**src/rtl/histo_frame_sequencer.sv**
```systemverilog
// Histogram frame sequencer: clears the bin RAM, hands it to the accumulator for one full frame, then scans it for quartile gray levels and the peak bin.
// Optional skipped-frame counter port oSkipCount is enabled by defining HISTO_SEQ_SKIP_CNT_EN.
module histo_frame_sequencer #(
  parameter int COUNT_W = 20,
  parameter int ADDR_W  = 8
) (
  input  logic               iClk,
  input  logic               iRst_n,
  input  logic               iFvalid,
  input  logic               iGrayValid,
  input  logic [COUNT_W-1:0] iRamQ,
  output logic [ADDR_W-1:0]  oRamAddr,
  output logic               oRamWe,
  output logic [COUNT_W-1:0] oRamData,
  output logic               oAccumEn,
  output logic [ADDR_W-1:0]  oThresh25,
  output logic [ADDR_W-1:0]  oThresh,
  output logic [ADDR_W-1:0]  oThresh75,
  output logic [COUNT_W-1:0] oMaxValue,
  output logic               oDone,
  output logic               oBusy
`ifdef HISTO_SEQ_SKIP_CNT_EN
  ,output logic [7:0]        oSkipCount
`endif
);

  localparam int NBINS = 1 << ADDR_W;
  localparam int CW2   = COUNT_W + 2;
  localparam logic [ADDR_W:0]   CLEAR_LAST = (ADDR_W+1)'(NBINS - 1);
  localparam logic [ADDR_W:0]   SCAN_LAST  = (ADDR_W+1)'(NBINS);
  localparam logic [ADDR_W:0]   CNT_ONE    = (ADDR_W+1)'(1);
  localparam logic [ADDR_W-1:0] BIN_ONE    = ADDR_W'(1);

  typedef enum logic [2:0] {
    S_CLEAR, S_WAIT, S_ARMED, S_ACCUM, S_SCAN, S_PUBLISH
  } state_t;

  state_t r_state, w_stateNext;

  logic [ADDR_W:0]    r_cnt;
  logic [COUNT_W-1:0] r_total;
  logic [COUNT_W-1:0] r_max;
  logic [CW2-1:0]     r_cum;
  logic [2:0]         r_found;
  logic [ADDR_W-1:0]  r_th [3];
  logic [ADDR_W-1:0]  r_thresh25, r_thresh50, r_thresh75;
  logic [COUNT_W-1:0] r_maxOut;

  logic               w_consume;
  logic [ADDR_W-1:0]  w_bin;
  logic [CW2-1:0]     w_cumNext;
  logic [CW2-1:0]     w_cum4;
  logic [CW2-1:0]     w_totK [3];
  logic [2:0]         w_hit;
  logic [ADDR_W-1:0]  w_thFinal [3];
  logic [COUNT_W-1:0] w_maxNext;

  always_ff @(posedge iClk) begin
    if (!iRst_n) r_state <= S_CLEAR;
    else         r_state <= w_stateNext;
  end

  always_comb begin
    w_stateNext = r_state;
    case (r_state)
      S_CLEAR:   if (r_cnt == CLEAR_LAST) w_stateNext = S_WAIT;
      S_WAIT:    if (!iFvalid)            w_stateNext = S_ARMED;
      S_ARMED:   if (iFvalid)             w_stateNext = S_ACCUM;
      S_ACCUM:   if (!iFvalid)            w_stateNext = S_SCAN;
      S_SCAN:    if (r_cnt == SCAN_LAST)  w_stateNext = S_PUBLISH;
      S_PUBLISH:                          w_stateNext = S_CLEAR;
      default:                            w_stateNext = S_CLEAR;
    endcase
  end

  always_comb begin
    oRamWe   = 1'b0;
    oRamAddr = '0;
    oAccumEn = 1'b0;
    oDone    = 1'b0;
    oBusy    = 1'b0;
    case (r_state)
      S_CLEAR:   begin oRamWe = 1'b1; oRamAddr = r_cnt[ADDR_W-1:0]; oBusy = 1'b1; end
      S_ACCUM:   oAccumEn = 1'b1;
      S_SCAN:    begin oRamAddr = r_cnt[ADDR_W-1:0]; oBusy = 1'b1; end
      S_PUBLISH: begin oDone = 1'b1; oBusy = 1'b1; end
      default:   ;
    endcase
  end

  // Read data lags the address by one cycle, so scan step n consumes bin n-1.
  assign w_consume    = (r_state == S_SCAN) && (r_cnt != '0);
  assign w_bin        = r_cnt[ADDR_W-1:0] - BIN_ONE;
  assign w_cumNext    = r_cum + CW2'(iRamQ);
  assign w_cum4       = {w_cumNext[CW2-3:0], 2'b00};
  assign w_totK[0]    = CW2'(r_total);
  assign w_totK[1]    = {1'b0, r_total, 1'b0};
  assign w_totK[2]    = w_totK[0] + w_totK[1];
  assign w_maxNext    = (iRamQ > r_max) ? iRamQ : r_max;
  assign oRamData     = '0;

  always_comb begin
    for (int k = 0; k < 3; k++) begin
      w_hit[k] = (w_cum4 >= w_totK[k]);
      if (r_found[k])  w_thFinal[k] = r_th[k];
      else if (w_hit[k]) w_thFinal[k] = w_bin;
      else             w_thFinal[k] = '1;
    end
  end

  // Results are loaded on the final scan step so they are valid alongside oDone.
  always_ff @(posedge iClk) begin
    if (!iRst_n) begin
      r_cnt      <= '0;
      r_total    <= '0;
      r_max      <= '0;
      r_cum      <= '0;
      r_found    <= '0;
      for (int k = 0; k < 3; k++) r_th[k] <= '0;
      r_thresh25 <= '0;
      r_thresh50 <= '0;
      r_thresh75 <= '0;
      r_maxOut   <= '0;
    end else begin
      if (w_stateNext != r_state)
        r_cnt <= '0;
      else if (r_state == S_CLEAR || r_state == S_SCAN)
        r_cnt <= r_cnt + CNT_ONE;

      if (r_state == S_ARMED && iFvalid)
        r_total <= '0;
      else if (r_state == S_ACCUM && iGrayValid && r_total != '1)
        r_total <= r_total + COUNT_W'(1);

      if (r_state == S_ACCUM) begin
        r_cum   <= '0;
        r_max   <= '0;
        r_found <= '0;
      end else if (w_consume) begin
        r_cum <= w_cumNext;
        r_max <= w_maxNext;
        for (int k = 0; k < 3; k++) begin
          if (!r_found[k] && w_hit[k]) begin
            r_found[k] <= 1'b1;
            r_th[k]    <= w_bin;
          end
        end
      end

      if (r_state == S_SCAN && r_cnt == SCAN_LAST) begin
        r_thresh25 <= w_thFinal[0];
        r_thresh50 <= w_thFinal[1];
        r_thresh75 <= w_thFinal[2];
        r_maxOut   <= w_maxNext;
      end
    end
  end

  assign oThresh25 = r_thresh25;
  assign oThresh   = r_thresh50;
  assign oThresh75 = r_thresh75;
  assign oMaxValue = r_maxOut;

`ifdef HISTO_SEQ_SKIP_CNT_EN
  logic       r_fvPrev;
  logic [7:0] r_skipCount;
  logic       w_skipState;

  // A frame start seen outside ARMED can never be captured, so it is tallied.
  assign w_skipState = (r_state == S_CLEAR) || (r_state == S_SCAN) ||
                       (r_state == S_PUBLISH) || (r_state == S_WAIT);

  always_ff @(posedge iClk) begin
    if (!iRst_n) begin
      r_fvPrev    <= 1'b0;
      r_skipCount <= '0;
    end else begin
      r_fvPrev <= iFvalid;
      if (iFvalid && !r_fvPrev && w_skipState)
        r_skipCount <= r_skipCount + 8'd1;
    end
  end

  assign oSkipCount = r_skipCount;
`endif

endmodule

```
**config.mk**
```make
export PLATFORM = sky130hd
export DESIGN_NAME = histo_frame_sequencer
export DESIGN_NICKNAME = d
export VERILOG_FILES = /design/src/rtl/histo_frame_sequencer.sv
export SDC_FILE = /design/constraint.sdc
export NUM_CORES = 1
export LEC_CHECK = 0
export BUFFER_PORTS_ARGS = -buffer_cell sky130_fd_sc_hd__buf_2
export CORE_ASPECT_RATIO = 0.6
export CORE_MARGIN = 2
export CORE_UTILIZATION = 50
export DETAILED_ROUTE_END_ITERATION = 8
export PLACE_DENSITY = 0.77
export SLEW_MARGIN = 20
export SYNTH_ARGS = -nofsm -noshare
export SYNTH_HDL_FRONTEND = slang
export SYNTH_SLANG_ARGS = --single-unit
export TNS_END_PERCENT = 50
```
**constraint.sdc**
```tcl
create_clock -name iClk -period 5.4 [get_ports iClk]
set_clock_uncertainty 0.05 [all_clocks]
set_input_delay 0 -clock iClk [delete_from_list [all_inputs] [get_ports iClk]]
set_output_delay 0 -clock iClk [all_outputs]
set_load 0.02 [all_outputs]
```
==> results of run 1 <==
-- cells by family (layout without fill, tap and decap cells) --
kind of cell,Yosys count,after routing
simple gates,353,353
compound gates,312,312
flops,143,143
buf+inv,136,214
fa+ha+maj,119,119
xor+xnor,61,61
mux,21,21
other cells,1,20
-- metal layers --
metal,share of wire,track usage
met3,0.092,0.06684
met2,0.38,0.3559
met1,0.51,0.3923
met5,0,0
met4,0.011,0.06138
-- registers in the layout, indices dropped and copies added, names as in the netlist --
register / flops
r_th: 24
oMaxValue: 20
r_cum: 20
r_max: 20
r_total: 20
r_cnt: 9
oThresh25: 8
oThresh75: 8
oThresh: 8
r_found: 3
r_state: 3
-- worst paths after layout --
check	from	end	slack [ns]	depth (start not counted)
setup / recovery	r_total[0]	r_th[0][12]	0.38	20
hold reg to reg	oThresh75[0]	oThresh75[0]	0.40	2
setup reg to reg	r_total[0]	r_th[0][12]	0.38	20
hold / removal	iGrayValid	r_total[0]	0.04	4
-- critical path, cell delays in order, from the launching register on --
cell and delay (ns):
dfxtp_1 0.46, ha_1 0.29, inv_1 0.08, fa_1 0.40, nor2b_1 0.13, o21a_1 0.14
o21ai_0 0.13, a21oi_1 0.24, a21o_1 0.14, nand2_1 0.05, a21o_1 0.16, ha_1 0.29
a21o_1 0.18, a21o_1 0.17, a211oi_1 0.23, o21a_1 0.14, a21oi_1 0.07, o31ai_1 0.29
a21oi_1 0.26, a2111oi_4 0.64, nor3_1 0.20
-- cells in the final DEF (no fill, tap or decap), types with 21 or more instances in the layout --
master and n:
a21oi_1 81, nor3_1 33, xnor2_1 42, edfxtp_1 24
ha_1 117, nand3_1 54, dlygate4sd3_1 21, nor2_1 85
inv_1 67, o21ai_0 56, o31ai_1 25, mux2i_1 21
nand2_1 86, a21o_1 33, buf_2 79, dfxtp_1 119
-- area by class of cell --
class	count	area [µm²]	share of cell area
tap	266	332.8	0.02976
sequential	143	3103	0.2775
clock inverter	15	177.7	0.01589
multi-input combinational	886	6181	0.5528
inverter	69	259.0	0.02316
timing repair buffer	113	703.2	0.06288
clock buffer	17	425.4	0.03804
-- report_power, final --
| part | total (mW) | switching, mW | internal [mW] |
|---|---|---|---|
| registers | 1.10 | 0.00694 | 1.09 |
| clock network | 1.24 | 0.537 | 0.699 |
| logic | 0.283 | 0.177 | 0.106 |
| total | 2.62 | 0.721 | 1.90 |
-- metrics by stage --
| step | util | cell area [µm²] | hold WS, ns | power (mW) |
|---|---|---|---|---|
| 2_1_floorplan | - | 9867 | 0.08240 | 1.316 |
| 3_3_place_gp | 0.5419 | 10360 | 0.2387 | 1.377 |
| 3_5_place_dp | 0.5419 | 10360 | 0.2447 | 1.384 |
| 4_1_cts | 0.5844 | 11180 | 0.02830 | 2.624 |
| 5_1_grt | 0.5846 | 11180 | 0.06181 | 2.701 |
| 6_report | 0.5846 | 11180 | 0.03860 | 2.616 |
-- repair_timing --
item | in CTS | in global routing
hold buffers | 21 | 0
endpoints found under the hold margin | 42 | 0
resized for setup | 0 | 0
==> results.toml, run 1 <==
[status]
run_status = "finished, final reports clean"

[yosys]
syn_area_mm2 = 0.009796
ys_ff_latch = 143
synth_top_family_by_area = "compound AO/OA/AOI/OAI gates"
synth_cells = 1146
synth_fa_ha_area_frac = 0.1535
synth_top_flop_cell = "dfxtp_1"
synthSimpleGateAreaFrac = 0.1758
synth_seq_area_share = 0.3168
synth_xor_area_frac = 0.05454
synthTopCellsByCount = "dfxtp_1 (119), ha_1 (117), nand2_1 (86), nor2_1 (86), a21oi_1 (81)"
netlist.area_leader.share = 0.2432
synth_edf_count = 24
synth_compound_area_frac = 0.2164
yosys.area.top_type = "dfxtp_1"
synth.distinct_cells = 72
synthMuxAreaShare = 0.02146
syn_area_per_cell_um2 = 8.548
synthArstFlopShare = 0
synth_area_leaders = "dfxtp_1 (24%), ha_1 (15%), edfxtp_1 (7.4%)"
synth_most_common_cell = "dfxtp_1"
yosys_warnings = 0

[power]
p_leak_nw = 4.756
peakVddDrop_mv = 0.2279
power.density_mw_per_mm2 = 234.0

[clock_tree]
ctsHtreeMaxLevel = 4
post-cts-setup-buffer-count = 0
clock-root-buffer = "clkbuf_16"
cts_tree = "done"
clock_path_buffers = 2
insertion_delay_ns = 0.44
numCtsBuffers = 17
path_clk_slew_ns = 0.07
cts.sinks = 143

[floorplanning]
io_pins = 100
start_util = 0.5121
rows = 39
die_area_mm2 = 0.02076
die_x_um = 184.7
fp.dieH_um = 112.4
core_area_mm2 = 0.01913

[flow_run]
maxCapViolations = 0

[layout]
num_antenna_cells = 0
syn2layout_area_growth_pct = 14.15
num-fill-cells = 1696
layout.cells.non_filler = 1509
final_nets = 1373
drive_above_1_share = 0.1223

[worst_setup_path]
critical_path.startpoint_type = "register"
critPathMaxFanout = 8
worstPathRequired_ns = 5.49
worst_ep_arrival_time_ns = 5.11
path_class = "register to register"
cp-end-kind = "register"

[sta]
max_freq_ghz = 0.1991
rsz0062_at_grt = "no"
setup_tns_ns = 0
period_share = 0.9303
finalHoldViolations = 0
min_period_ns = 5.023
worst_pin_slew_ns = 0.7883
drv_slew = 0
slew_headroom = 0.4725
setup_viol = 0
postLayoutSetupSlackWorst_ns = 0.3766

[routing]
drt_wl_total_um = 25720
via_count = 8683
antenna_left = 0
routed_via_density = 5.754
drcViolationCount = 0
dr.pass1.iters = 6
dr.first_iter.drc_count = 637
post_drt_wl_per_cell_um = 17.04

[hold_path]
hp-class = "primary input to register"

[global_routing]
grt_usage = 0.2567
gr-total-overflow = 0
grt_pass1_vias = 8178
grt_max_degree = 66
antenna_found_initial = 0
grt_pass1_wl_um = 42150

[placement]
io_buffer_count = 79
place.gp.congestion = 0.9232
hpwl_um = 18920
dp_slack_ns = 0.5043
dp_cells = 1456
No activity file was read; power rests on OpenSTA's default activity.
==> run 2: changes to the inputs <==
CORE_UTILIZATION = 60   (was 50)
PLACE_DENSITY = 0.89   (was 0.77)
==> results.toml, run 2 (synthesis gave the netlist of run 1 again) <==
[sta]
setup_viol = 0
max_freq_ghz = 0.1989
worst_pin_slew_ns = 0.9791
min_period_ns = 5.028
finalHoldViolations = 0
postLayoutSetupSlackWorst_ns = 0.3719
period_share = 0.9311
slew_headroom = 0.3472
setup_tns_ns = 0
rsz0062_at_grt = "no"
drv_slew = 0
whs_ns = 0.03734

[layout]
largest_reg_flops = 24
layout.cells.non_filler = 1452
syn2layout_area_growth_pct = 13.30
final_util = 0.6902
final_area_mm2 = 0.01110
mostFrequentLayoutCell = "dfxtp_1"
top_register = "r_th"
drive_above_1_share = 0.1223
final_nets = 1373
final_cell_mix = "dfxtp_1 (119), ha_1 (117), nand2_1 (86), nor2_1 (85), a21oi_1 (81)"
num_antenna_cells = 0

[placement]
place_area_mm2 = 0.01029
dp_cells = 1398
hpwl_um = 18330
dp_slack_ns = 0.3863
place.gp.congestion = 0.9320
io_buffer_count = 79

[floorplanning]
die_x_um = 169.0
die_area_mm2 = 0.01740
start_util = 0.6092
fp.dieH_um = 103.0
io_pins = 100
rows = 36
core_area_mm2 = 0.01608

[power]
total_power_mw = 2.603
peakVddDrop_mv = 0.1889
p_leak_nw = 4.752
power.density_mw_per_mm2 = 234.6

[global_routing]
antenna_found_initial = 0
grt_pass1_wl_um = 41190
grt_max_degree = 64
grt_usage = 0.2992
gr-total-overflow = 0
grt_pass1_vias = 8172

[routing]
antenna_left = 0
routed_via_density = 6.230
drt_wl_total_um = 26290
drcViolationCount = 0
via_count = 9046
post_drt_wl_per_cell_um = 18.11
dr.pass1.iters = 5
dr.first_iter.drc_count = 930

[hold_path]
hp-class = "primary input to register"

[clock_tree]
path_clk_slew_ns = 0.07
cts_tree = "done"
cts.sinks = 143
numCtsBuffers = 17
ctsHtreeMaxLevel = 4
clock-root-buffer = "clkbuf_16"
clock_path_buffers = 2
post_cts_resized = 0
insertion_delay_ns = 0.43

[worst_setup_path]
cp-end-kind = "register"
r2r_setup_slack_ns = 0.37
critical_path.startpoint_type = "register"
critPathMaxFanout = 8
worst_ep_arrival_time_ns = 5.18
worstPathRequired_ns = 5.55
path_class = "register to register"

[flow_run]
maxCapViolations = 0

[status]
run_status = "finished, final reports clean"
[run 2: cell types whose count changed in the layout (fill, tap and decap cells not counted), sizes merged]
cell and change:
inv +2, clkinv -1, bufinv -1
[run 2: critical path, cell delays in order (launching register included)]
cell       delay, ns
dfxtp_1         0.33
ha_1            0.21
inv_1           0.07
fa_1            0.41
nor2b_1         0.27
o31ai_4         0.10
a21oi_1         0.23
a21oi_1         0.12
nor2b_1         0.15
nor2_1          0.08
xnor2_1         0.45
ha_1            0.24
nand4_1         0.13
nor2_1          0.11
o211ai_1        0.09
or3_1           0.35
a21oi_1         0.17
o31ai_1         0.11
a21oi_1         0.53
a2111oi_4       0.05
buf_4           0.20
nor3_1          0.33
[run 2: timing repair]
action | in CTS | in global routing
setup buffers | 0 | 1
endpoints found under the hold margin | 42 | 0
setup endpoints to repair | 0 | 24
hold buffers | 21 | 0
[run 2: cell type report]
| cell class | count | area (µm²) |
|---|---|---|
| Timing Repair Buffer | 113 | 703.2 |
| Tap cell | 209 | 261.5 |
| Clock buffer | 17 | 425.4 |
| Inverter | 69 | 259.0 |
| Fill cell | 1202 | 4982 |
| Multi-Input combinational cell | 886 | 6177 |
| Sequential cell | 143 | 3103 |
| Clock inverter | 15 | 168.9 |
[run 2: final timing paths]
| path | start | end | depth (start not counted) |
|---|---|---|---|
| worst max-delay path | r_cum[0] | r_th[0][15] | 21 |
| worst min-delay path | iGrayValid | r_total[0] | 4 |
| worst max register to register | r_cum[0] | r_th[0][15] | 21 |
| worst min register to register | oThresh75[7] | oThresh75[7] | 2 |
[run 2: report_power, final]
part	switching, mW	leakage, nW	internal, mW
Sequential	0.00697	1.21	1.09
Combinational	0.178	3.25	0.106
Clock	0.561	0.295	0.661
Total	0.747	4.75	1.86
[run 2: per-layer routing]
metal,track usage,up-vias,routed length (µm),part of all wire
met2,0.4578,475,11180,0.43
li1,-,4277,-,-
met4,0.08820,0,414,0.016
met5,0,-,0,0
met1,0.4258,4239,11890,0.45
met3,0.06641,55,2807,0.11
==> run 3: changes to the inputs <==
PLACE_DENSITY = unset   (was 0.89)
PLACE_DENSITY_LB_ADDON = 0.05   (was unset)
RECOVER_POWER = 100   (was unset)
==> results.toml, run 3 (synthesis gave the netlist of run 1 again) <==
[clock_tree]
clock-root-buffer = "clkbuf_16"
cts_tree = "done"
cts.sinks = 143
ctsHtreeMaxLevel = 4
post_cts_resized = 0
insertion_delay_ns = 0.43
clock_path_buffers = 2
path_clk_slew_ns = 0.06
post-cts-setup-buffer-count = 0
numCtsBuffers = 17

[sta]
min_period_ns = 5.061
drv_slew = 0
setup_tns_ns = 0
rsz0062_at_grt = "no"
worst_pin_slew_ns = 1.385
max_freq_ghz = 0.1976
slew_headroom = 0.07679
period_share = 0.9373
setup_viol = 0
finalHoldViolations = 0

[global_routing]
grt_pass1_wl_um = 40930
gr-total-overflow = 0
antenna_found_initial = 0
grt_usage = 0.3001
grt_max_degree = 63
grt_pass1_vias = 7723

[worst_setup_path]
critPathSlowestCell = "a21oi_1"
max_stage_delay_ns = 0.56
critical_path.startpoint_type = "register"
path_class = "register to register"
crit_start = "r_cum[0]"
crit_chain = "ha_1, inv_1, fa_1, nor2b_1, o31ai_4, a21oi_1, a21oi_1, nor2b_1, nor2_1, xnor2_1, ha_1, nand2_1, nor3_1, o21ai_0, mux2i_1, o2bb2ai_1, a21oi_1, o21ai_0, o21ai_0, buf_4"
worst_ep_arrival_time_ns = 5.14
critPathMaxFanout = 8
r2r_start = "r_cum[0]"
worstPathRequired_ns = 5.48
cp-end-kind = "register"

[routing]
antenna_left = 0
dr_wl_met3_um = 2264
drt_wl_total_um = 26000
drcViolationCount = 0
dr.first_iter.drc_count = 751
routed_via_density = 6.001
via_count = 8725
wl_met2_um = 10070
dr.max_layer_used = "met4"
dr.pass1.iters = 6
met1_length_um = 13390
post_drt_wl_per_cell_um = 17.88

[floorplanning]
fp.dieH_um = 103.0
rows = 36
die_x_um = 169.0
io_pins = 100
die_area_mm2 = 0.01740
start_util = 0.6092
core_area_mm2 = 0.01608

[flow_run]
maxCapViolations = 0

[layout]
top_register = "r_th"
syn2layout_area_growth_pct = 12.19
final_nets = 1375
final_cell_mix = "dfxtp_1 (119), ha_1 (117), nor2_1 (86), nand2_1 (86), a21oi_1 (82)"
drive_above_1_share = 0.06827
num_antenna_cells = 0
largest_reg_flops = 24
mostFrequentLayoutCell = "dfxtp_1"
layout.cells.non_filler = 1454

[placement]
dp_cells = 1401
hpwl_um = 19100
place.gp.congestion = 0.9299
io_buffer_count = 79

[hold_path]
hp-start = "iGrayValid"
hp-class = "primary input to register"

[power]
peakVddDrop_mv = 0.1770
power.density_mw_per_mm2 = 236.3
p_leak_nw = 4.488

[status]
run_status = "finished, final reports clean"
run 3: cell count changes in the layout (fill, tap and decap cells not counted), sizes merged:
cell      delta
clkinvlp     +2
clkinv       +1
buf         -57
inv          -9
clkbuf      +63
bufinv       +2
run 3: report_power, final:
group          leakage, nW  internal [mW]  switching, mW
sequential            1.21           1.09        0.00687
combinational         3.00          0.105          0.179
clock                0.285          0.737          0.478
run 3: path summary, 6_finish.rpt:
check,end,slack (ns),cells after the start
max,r_th[0][8],0.34,20
min,r_total[0],0.14,4
max reg2reg,r_th[0][8],0.34,20
min reg2reg,oThresh25[0],0.40,2
run 3: critical path, delay by kind of cell, from the launching register on:
kind	cells	cell delay [ns]
compound gates	8	1.89
fa+ha+maj	3	0.82
simple gates	5	0.74
flops	1	0.35
xor+xnor	1	0.35
buf+inv	2	0.30
mux	1	0.23
run 3: final cells by class:
cell class                 count  area (µm²)
clock buffer                  21       450.4
multi-input combinational    886        6150
inverter                      69       259.0
sequential                   143        3103
timing repair buffer         115       624.3
tap                          209       261.5
clock inverter                11       141.4
fill                        1350        5091
run 3: per-stage QoR:
step,cell area [µm²],hold slack [ns],worst slack [ns],util,power (mW)
after floorplan,9867,0.08240,1.073,-,1.316
after global placement,10310,0.2229,0.6486,0.6411,1.383
after detailed placement,10310,0.2357,0.5081,0.6411,1.386
after CTS,11110,0.05305,0.4319,0.6909,2.601
after global routing,10990,0.1677,0.02464,0.6834,2.675
final,10990,0.1422,0.3387,0.6834,2.597
run 3: per-layer routing:
metal	up-vias	global-route usage
met3	28	0.07447
met1	4075	0.4654
li1	4284	-
met2	338	0.4102
met4	0	0.06963
met5	-	0
run 3: repair_timing:
action                                  in CTS  in global routing
endpoints found under the setup margin       0                  0
endpoints found under the hold margin       42                  0
hold buffers                                21                  0
